==> config.mk <==
export PLATFORM = sky130hd
export DESIGN_NAME = ifetch_unit
export DESIGN_NICKNAME = d
export VERILOG_FILES = /design/src/rtl/ifetch_pkg.sv /design/src/rtl/ifetch_fifo.sv /design/src/rtl/ifetch_unit.sv
export SDC_FILE = /design/constraint.sdc
export NUM_CORES = 1
export LEC_CHECK = 0
export CORE_AREA = 2 2 91 110
export CTS_BUF_LIST = sky130_fd_sc_hd__clkbuf_4 sky130_fd_sc_hd__clkbuf_8 sky130_fd_sc_hd__clkbuf_16
export DETAILED_ROUTE_END_ITERATION = 10
export DIE_AREA = 0 0 93 112
export PLACE_DENSITY = 0.84
export SYNTH_ARGS = -nofsm -noshare
export SYNTH_HDL_FRONTEND = slang
export SYNTH_SLANG_ARGS = --single-unit
export TNS_END_PERCENT = 100
==> constraint.sdc <==
create_clock -name clk -period 9.5 [get_ports clk]
set_clock_uncertainty 0.05 [all_clocks]
set_input_delay 0.95 -clock clk [delete_from_list [all_inputs] [get_ports clk]]
set_output_delay 0.95 -clock clk [all_outputs]
set_load 0.05 [all_outputs]
==> src/rtl/ifetch_pkg.sv <==
// Shared types for the instruction fetch unit: fetch FSM states and the
// buffered {pc, instr} entry, sized for the widest supported configuration.
package ifetch_pkg;

   localparam int IFETCH_MAX_ADDRESS_SIZE = 32;
   localparam int IFETCH_MAX_WORD_SIZE    = 64;

   typedef enum logic [1:0] {
      IDLE = 2'd0,
      REQ  = 2'd1,
      WAIT = 2'd2
   } fetchState_e;

   // Narrower configurations zero-extend into these fields.
   typedef struct packed {
      logic [IFETCH_MAX_ADDRESS_SIZE-1:0] pc;
      logic [IFETCH_MAX_WORD_SIZE-1:0]    instr;
   } fetchEntry_t;

endpackage

==> src/rtl/ifetch_fifo.sv <==
// Synchronous instruction buffer with occupancy count and flush.
// Push and pop in the same cycle on a full buffer both take effect.
module ifetch_fifo
   import ifetch_pkg::*;
#(
   parameter  int DEPTH = 2,
   localparam int PTR_W = $clog2(DEPTH),
   localparam int CNT_W = PTR_W + 1
) (
   input  logic             i_clk,
   input  logic             i_rstN,
   input  logic             i_flush,
   input  logic             i_push,
   input  fetchEntry_t      i_pushData,
   input  logic             i_pop,
   output fetchEntry_t      o_headData,
   output logic             o_full,
   output logic             o_empty,
   output logic [CNT_W-1:0] o_count
);

   fetchEntry_t      r_mem [DEPTH];
   logic [PTR_W-1:0] r_wrPtr;
   logic [PTR_W-1:0] r_rdPtr;
   logic [CNT_W-1:0] r_count;
   logic             w_doPush;
   logic             w_doPop;

   assign o_full   = (r_count == CNT_W'(DEPTH));
   assign o_empty  = (r_count == '0);
   assign o_count  = r_count;
   assign w_doPop  = i_pop && !o_empty && !i_flush;
   assign w_doPush = i_push && (!o_full || w_doPop) && !i_flush;

   always_ff @(posedge i_clk or negedge i_rstN) begin
      if (!i_rstN) begin
         r_wrPtr <= '0;
         r_rdPtr <= '0;
         r_count <= '0;
      end else if (i_flush) begin
         r_wrPtr <= '0;
         r_rdPtr <= '0;
         r_count <= '0;
      end else begin
         if (w_doPush) r_wrPtr <= r_wrPtr + PTR_W'(1);
         if (w_doPop)  r_rdPtr <= r_rdPtr + PTR_W'(1);
         case ({w_doPush, w_doPop})
            2'b10:   r_count <= r_count + CNT_W'(1);
            2'b01:   r_count <= r_count - CNT_W'(1);
            default: r_count <= r_count;
         endcase
      end
   end

   // Storage needs no reset; an entry is only visible once the count covers it.
   always_ff @(posedge i_clk) begin
      if (w_doPush) r_mem[r_wrPtr] <= i_pushData;
   end

   assign o_headData = r_mem[r_rdPtr];

endmodule

==> src/rtl/ifetch_unit.sv <==
// Instruction fetch unit: single-outstanding memory reads into a small buffer
// toward decode, with redirect flush. IFETCH_STALL_CNT_EN adds stall_cnt.
module ifetch_unit
   import ifetch_pkg::*;
#(
   parameter int                      WORD_SIZE    = 32,
   parameter int                      ADDRESS_SIZE = 16,
   parameter int                      FIFO_DEPTH   = 2,
   parameter logic [ADDRESS_SIZE-1:0] RESET_PC     = '0
) (
   input  logic                    clk,
   input  logic                    rst,
   output logic [ADDRESS_SIZE-1:0] imem_address,
   output logic                    imem_enable,
   input  logic [WORD_SIZE-1:0]    imem_data,
   input  logic                    imem_data_ready,
   input  logic                    redirect_valid,
   input  logic [ADDRESS_SIZE-1:0] redirect_pc,
   output logic                    if_valid,
   output logic [WORD_SIZE-1:0]    if_instr,
   output logic [ADDRESS_SIZE-1:0] if_pc,
   input  logic                    id_ready,
   output logic                    misalign_err
`ifdef IFETCH_STALL_CNT_EN
   ,
   output logic [31:0]             stall_cnt
`endif
);

   localparam int CNT_W = $clog2(FIFO_DEPTH) + 1;

   fetchState_e             r_state;
   fetchState_e             w_nextState;
   logic [ADDRESS_SIZE-1:0] r_pc;
   logic [ADDRESS_SIZE-1:0] w_nextPc;
   logic                    r_misalign;
   logic                    w_push;
   logic                    w_pop;
   logic                    w_full;
   logic                    w_empty;
   logic                    w_slotAfterPush;
   logic [CNT_W-1:0]        w_count;
   fetchEntry_t             w_pushEntry;
   fetchEntry_t             w_headEntry;

   // A redirect wins over both push and pop in its cycle.
   assign w_pop  = !w_empty && id_ready && !redirect_valid;
   assign w_push = (r_state == WAIT) && imem_data_ready && !redirect_valid;
   assign w_slotAfterPush =
      (w_count + CNT_W'(1) - CNT_W'(w_pop)) < CNT_W'(FIFO_DEPTH);

   assign w_pushEntry = '{pc:    IFETCH_MAX_ADDRESS_SIZE'(r_pc),
                          instr: IFETCH_MAX_WORD_SIZE'(imem_data)};

   ifetch_fifo #(
      .DEPTH (FIFO_DEPTH)
   ) u_fifo (
      .i_clk      (clk),
      .i_rstN     (rst),
      .i_flush    (redirect_valid),
      .i_push     (w_push),
      .i_pushData (w_pushEntry),
      .i_pop      (w_pop),
      .o_headData (w_headEntry),
      .o_full     (w_full),
      .o_empty    (w_empty),
      .o_count    (w_count)
   );

   always_ff @(posedge clk or negedge rst) begin
      if (!rst) begin
         r_state    <= IDLE;
         r_pc       <= RESET_PC;
         r_misalign <= 1'b0;
      end else begin
         r_state    <= w_nextState;
         r_pc       <= w_nextPc;
         r_misalign <= redirect_valid && (redirect_pc[1:0] != 2'b00);
      end
   end

   always_comb begin
      w_nextState = r_state;
      w_nextPc    = r_pc;
      imem_enable = (r_state != IDLE);
      if (redirect_valid) begin
         w_nextState = REQ;
         w_nextPc    = {redirect_pc[ADDRESS_SIZE-1:2], 2'b00};
      end else begin
         case (r_state)
            IDLE: if (!w_full) w_nextState = REQ;
            REQ:  w_nextState = WAIT;
            WAIT: begin
               if (w_push) begin
                  w_nextPc    = r_pc + ADDRESS_SIZE'(4);
                  w_nextState = w_slotAfterPush ? REQ : IDLE;
               end
            end
            default: w_nextState = IDLE;
         endcase
      end
   end

   assign imem_address = r_pc;
   assign if_valid     = !w_empty;
   assign if_pc        = ADDRESS_SIZE'(w_headEntry.pc);
   assign if_instr     = WORD_SIZE'(w_headEntry.instr);
   assign misalign_err = r_misalign;

`ifdef IFETCH_STALL_CNT_EN
   logic [31:0] r_stallCnt;

   // Cycles spent with a read open but nothing delivered; saturates.
   always_ff @(posedge clk or negedge rst) begin
      if (!rst) begin
         r_stallCnt <= '0;
      end else if (imem_enable && !w_push && (r_stallCnt != '1)) begin
         r_stallCnt <= r_stallCnt + 32'd1;
      end
   end

   assign stall_cnt = r_stallCnt;
`endif

endmodule

==> results of run 1 <==
## cells by family after synthesis
family	count (synthesis)	synth area share (%)
AOI/OAI and AO/OA	21	2.77
xor gates and xnor gates	14	2.69
adders and majority gates	3	0.824
buffers and inverters	23	2.55
DFF	113	72.2
muxes	50	12.2
other	1	0.0823
and+or+nand+nor	52	6.67
## cell usage in the layout (no fill, tap or decap), types with 2 or more instances in the layout
cell type          n
and3_1             2
nor2_1            11
nor4_2             2
a21oi_1            2
nand4_1            5
clkinv_2           7
o21ai_1           12
clkbuf_4           4
conb_1             4
nor3_2             2
buf_4              5
a31oi_1            2
a31o_1             2
clkbuf_16         17
nor3_1             3
mux2i_1            4
xor2_1             8
mux2_2            46
clkdlybuf4s50_1  115
ha_1               3
nand2_1           14
nand3_1            4
xnor2_1            6
dfrtp_1           20
inv_1              7
edfxtp_1          92
bufinv_16          2
## flip-flops by register name, summed over array words and instances (netlist names)
register,cells
u_fifo.r_mem,92
u_fifo.o_count,2
u_fifo.r_wrPtr,1
r_state,2
imem_address,14
misalign_err,1
u_fifo.r_rdPtr,1
## power breakdown
group	leakage (nW)	internal, W	switching [W]
logic	0.921	0.000163	0.000235
clock network	0.284	0.000389	0.000197
registers	1.09	0.000556	0.0000429
## Yosys cell counts (all sizes together)
cell type,count,area [sq um]
and4bb,1,12.5
nand2,14,52.6
nor4,2,25.0
and3,2,12.5
nor3,5,30.0
nand3,4,20.0
o21ai,12,60.1
and4,1,8.76
edfxtp,92,2760
and4b,1,10.0
a221o,1,10.0
a21oi,2,10.0
or2,1,6.26
a31oi,2,12.5
ha,3,37.5
nand3b,1,20.0
o221ai,1,8.76
mux2,46,518
buf,11,71.3
xor2,8,70.1
nand2b,1,6.26
a21o,1,7.51
xnor2,6,52.6
a31o,2,17.5
nand4,6,43.8
mux2i,4,40.0
dfrtp,21,526
nor2,11,41.3
inv,7,26.3
nor3b,2,15.0
clkbuf,5,18.8
conb,1,3.75
## cell type report
type | instances | area (sq um)
sequential | 113 | 3290
fill | 654 | 2990
timing repair buffer | 120 | 1190
multi-input combinational | 144 | 1170
clock buffer | 21 | 455
tap | 123 | 154
clock inverter | 9 | 95.1
inverter | 7 | 26.3
## worst paths after layout
path	startpoint	end	slack, ns	cells past startpoint
hold reg to reg	imem_address[15]	u_fifo.r_mem[1][47]	0.51	0
hold / removal	imem_address[15]	u_fifo.r_mem[1][47]	0.51	0
setup reg to reg	u_fifo.o_count[0]	u_fifo.r_mem[1][3]	7.31	6
max in group asynchronous	rst	u_fifo.r_rdPtr	7.68	1
min in group asynchronous	rst	r_state[1]	1.05	1
setup / recovery	u_fifo.r_rdPtr	if_pc[14]	5.85	2
## routing by layer
layer / vias up / part of all wire, % / global-route usage, %
li1: 1290 / - / -
met1: 1347 / 40 / 21.2
met2: 97 / 52 / 30.0
met3: 17 / 6.1 / 6.56
met4: 0 / 1.6 / 7.84
met5: - / 0 / 0
## worst max-delay path: stages (launching register included)
cell and delay [ns]:
dfrtp_2 1.08, mux2_2 0.44, clkdlybuf4s50_1 0.71
## metrics by stage
stage / hold WS (ns) / power, W / utilization (%)
finish: 0.507 / 0.00158 / 68.1
global route: 0.542 / 0.00164 / 68.1
CTS: 0.506 / 0.00160 / 68.1
detailed placement: 0.483 / 0.00101 / 62.2
global placement: 0.467 / 0.00100 / 62.2
floorplan: 0.469 / 0.000875 / -
==> impl_metrics.ini, run 1 <==
[power_and_ir_drop]
p_per_area_nw_per_um2 = 248
cellLeakagePower_nw = 2.29
ir_drop_mv = 0.156

[clock_tree]
cts-root-buf = clkbuf_16
clkLatencyLatePin_ns = 0.40
cts_resized = 0
postCtsSetupRepairBufs = 0
h-tree-depth = 4
clk_path_buf_depth = 2
cts_tree = done
cts_buffers = 17
cts.sinks = 113
postCtsHoldBufs = 0
path_clk_slew_ns = 0.05

[routing]
vias = 2751
wl_per_cell_microns = 16.3
drt_iter0_drc = 86
drt_wl_total_microns = 8760
route.detailed.drc = 0
ant_nets = 0
drtPass1Iterations = 4
avgViaCountPerCell = 5.12

[global_route]
grtUsageTotal_pct = 18.1
grt_pass1_vias = 2864
antenna_found_initial = 0
grt_pass1_wl_microns = 14100
grt_max_degree = 48
grt.overflow.total = 0

[timing]
slew_headroom_pct = 28.1
rsz0062_at_grt = no
tns_ns = 0
hold_viol_final = 0
drv_slew = 0
worst_slack_ns = 5.85
period_minus_slack_ns = 3.65
tightest_slew_ns = 1.08
finalCritPeriodShare_pct = 38.4
fmaxAchievable_mhz = 274
setup-violations-final = 0

[floorplanning]
fp.coreArea_sq_um = 9370
initial_core_util_pct = 48.6
die_y_microns = 112
die_area_sq_um = 10400
io_pins = 120
rows = 39
die_w_microns = 93

[finish]
design_area_sq_um = 6380
fin_nets = 459
area_delta_synth_final_pct = 40.1
final_layout_size_suffix_gt1_share_pct = 22.0
final_cells = 537
diodes = 0

[setup_path]
cp-end-kind = output port
critPathMaxFanout = 47
worst_ep_required_time_ns = 8.50
crit_path_start_kind = flip-flop
arrival_ns = 2.65
path_class = reg -> out

[placement]
place_inst = 507
gp_congestion = 0.785
dp_hpwl_microns = 5750
port_buffers = 115
placed_area_sq_um = 5830
post-place-ws_ns = 6.22

[logic_synthesis]
ys_warn_count = 0
syn-instance-count = 277
avgSynthCellArea_sq_um = 16.5
ys_seq_area_share_pct = 72.2
ys_ff_latch = 113
ys_types = 36
synthesis.area_sq_um = 4560

[run_status]
status = finished clean

[run]
maxCapViolCount = 0

[worst_hold_path]
hp-class = reg -> reg
Power figures use the tool's default switching activity.
==> run 2: changes to the inputs <==
--- a/config.mk
+++ b/config.mk
@@ -5,11 +5,11 @@
 export SDC_FILE = /design/constraint.sdc
 export NUM_CORES = 1
 export LEC_CHECK = 0
-export CORE_AREA = 2 2 91 110
+export CORE_AREA = 2 2 92 112
 export CTS_BUF_LIST = sky130_fd_sc_hd__clkbuf_4 sky130_fd_sc_hd__clkbuf_8 sky130_fd_sc_hd__clkbuf_16
 export DETAILED_ROUTE_END_ITERATION = 10
-export DIE_AREA = 0 0 93 112
-export PLACE_DENSITY = 0.84
+export DIE_AREA = 0 0 94 114
+export PLACE_DENSITY = 0.82
 export SYNTH_ARGS = -nofsm -noshare
 export SYNTH_HDL_FRONTEND = slang
 export SYNTH_SLANG_ARGS = --single-unit
==> constraint.sdc (replaced) <==
create_clock -name clk -period 3.5 [get_ports clk]
set_clock_uncertainty 0.05 [all_clocks]
set_input_delay 0.35 -clock clk [delete_from_list [all_inputs] [get_ports clk]]
set_output_delay 0.35 -clock clk [all_outputs]
set_load 0.05 [all_outputs]
==> impl_metrics.ini, run 2 (synthesis results as in run 1) <==
[run_status]
status = finished clean

[setup_path]
path_cells = buf_4 -> mux2_2 -> clkdlybuf4s50_1
worst-path-buf-inv = 2
cpPeakStageDelay_ns = 0.81
crit_path_start_kind = flip-flop
critPathMaxFanout = 30
cp_slowest_cell = dfrtp_2
crit_family = buffers and inverters
path_class = reg -> out
worst_ep_required_time_ns = 3.10
cp-end-kind = output port
arrival_ns = 2.60

[timing]
setup-violations-final = 0
fmaxAchievable_mhz = 333
tightest_slew_ns = 0.953
period_minus_slack_ns = 3.00
tns_ns = 0
slew_headroom_pct = 36.3
hold_viol_final = 0
worst_slack_ns = 0.497
drv_slew = 0
finalCritPeriodShare_pct = 85.8
rsz0062_at_grt = no

[placement]
dp_hpwl_microns = 6280
place_inst = 510
gp_congestion = 0.749
post-place-ws_ns = 0.897
port_buffers = 115

[clock_tree]
h-tree-depth = 4
cts-root-buf = clkbuf_16
cts_buffers = 17
cts.sinks = 113
clk_path_buf_depth = 2
cts_resized = 0
path_clk_slew_ns = 0.05
cts_tree = done
postCtsSetupRepairBufs = 0
clkLatencyLatePin_ns = 0.40
postCtsHoldBufs = 0

[floorplanning]
initial_core_util_pct = 46.7
io_pins = 120
die_y_microns = 114
die_w_microns = 94
rows = 40
die_area_sq_um = 10700
fp.coreArea_sq_um = 9760

[finish]
fin_nets = 459
final_common_cell = clkdlybuf4s50_1
largest_register_ffs = 92
regMostFlops = u_fifo.r_mem
area_delta_synth_final_pct = 42.1
final_layout_size_suffix_gt1_share_pct = 21.6
final_cell_mix = clkdlybuf4s50_1, edfxtp_1, mux2_2
final_cells = 542
diodes = 0

[routing]
drt_iter0_drc = 202
route.detailed.drc = 0
drtPass1Iterations = 4
vias = 2762
ant_nets = 0
drt_wl_total_microns = 9650
avgViaCountPerCell = 5.10
wl_per_cell_microns = 17.8

[power_and_ir_drop]
p_seq_share_pct = 35.4
total_power_w = 0.00453
swShare_pct = 29.0
clockPowerShare_pct = 39.8
p_per_area_nw_per_um2 = 699
p_comb_share_pct = 24.8
cellLeakagePower_nw = 2.32
p_int_w = 0.00321
ir_drop_mv = 0.316
p_sw_w = 0.00131

[global_route]
grt.overflow.total = 0
grt_pass1_wl_microns = 14600
antenna_found_initial = 0
grtUsageTotal_pct = 18.6
grt_pass1_vias = 2900
grt_max_degree = 47

[worst_hold_path]
hp-class = in -> async

[run]
maxCapViolCount = 0
[run 2: stage by stage]
stage | hold slack (ns) | area (sq um) | utilization (%)
after floorplan | 0.00441 | 4580 | -
after global placement | 0.447 | 5850 | 59.9
after detailed placement | 0.447 | 5850 | 59.9
after CTS | 0.427 | 6470 | 66.3
after global routing | 0.454 | 6470 | 66.3
final | 0.430 | 6470 | 66.3
[run 2: final timing paths]
kind                                   start                  end  slack [ns]  cells past startpoint
max                           u_fifo.r_rdPtr          if_instr[1]        0.50                      3
min reg2reg                 imem_address[15]  u_fifo.r_mem[0][47]        0.47                      0
max reg2reg                u_fifo.o_count[1]  u_fifo.r_mem[1][37]        1.12                      6
max in group asynchronous                rst       u_fifo.r_rdPtr        2.33                      1
min in group clk              redirect_pc[2]      imem_address[2]        0.44                      3
min                                      rst         misalign_err        0.43                      1
[run 2: power groups by stage]
stage | sequential [W] | clock [W] | combinational (W)
after floorplan | 0.00162 | 0 | 0.000751
after global placement | 0.00162 | 0 | 0.00111
after detailed placement | 0.00163 | 0 | 0.00112
after CTS | 0.00160 | 0.00183 | 0.00113
after global routing | 0.00161 | 0.00189 | 0.00117
final | 0.00160 | 0.00180 | 0.00112
[run 2: layout make-up]
type                       count  area, sq um
clock buffer                  18          433
clock inverter                14          194
fill                         680         3280
inverter                       7         26.3
multi-input combinational    144         1190
sequential                   113         3290
tap                          126          158
timing repair buffer         120         1190
[run 2: metal layers]
layer / global-route usage (%) / up-vias / wire length (microns)
li1: - / 1287 / -
met5: 0 / - / 0
met1: 21.2 / 1370 / 3770
met3: 6.67 / 17 / 610
met2: 31.6 / 88 / 5070
met4: 8.02 / 0 / 192
==> run 3: changes to the inputs <==
--- a/config.mk
+++ b/config.mk
@@ -5,6 +5,7 @@
 export SDC_FILE = /design/constraint.sdc
 export NUM_CORES = 1
 export LEC_CHECK = 0
+export CAP_MARGIN = 20
 export CORE_AREA = 2 2 92 112
 export CTS_BUF_LIST = sky130_fd_sc_hd__clkbuf_4 sky130_fd_sc_hd__clkbuf_8 sky130_fd_sc_hd__clkbuf_16
 export DETAILED_ROUTE_END_ITERATION = 10
==> results of run 3 <==
The final DEF is identical to that of run 2; final timing and power are the same.
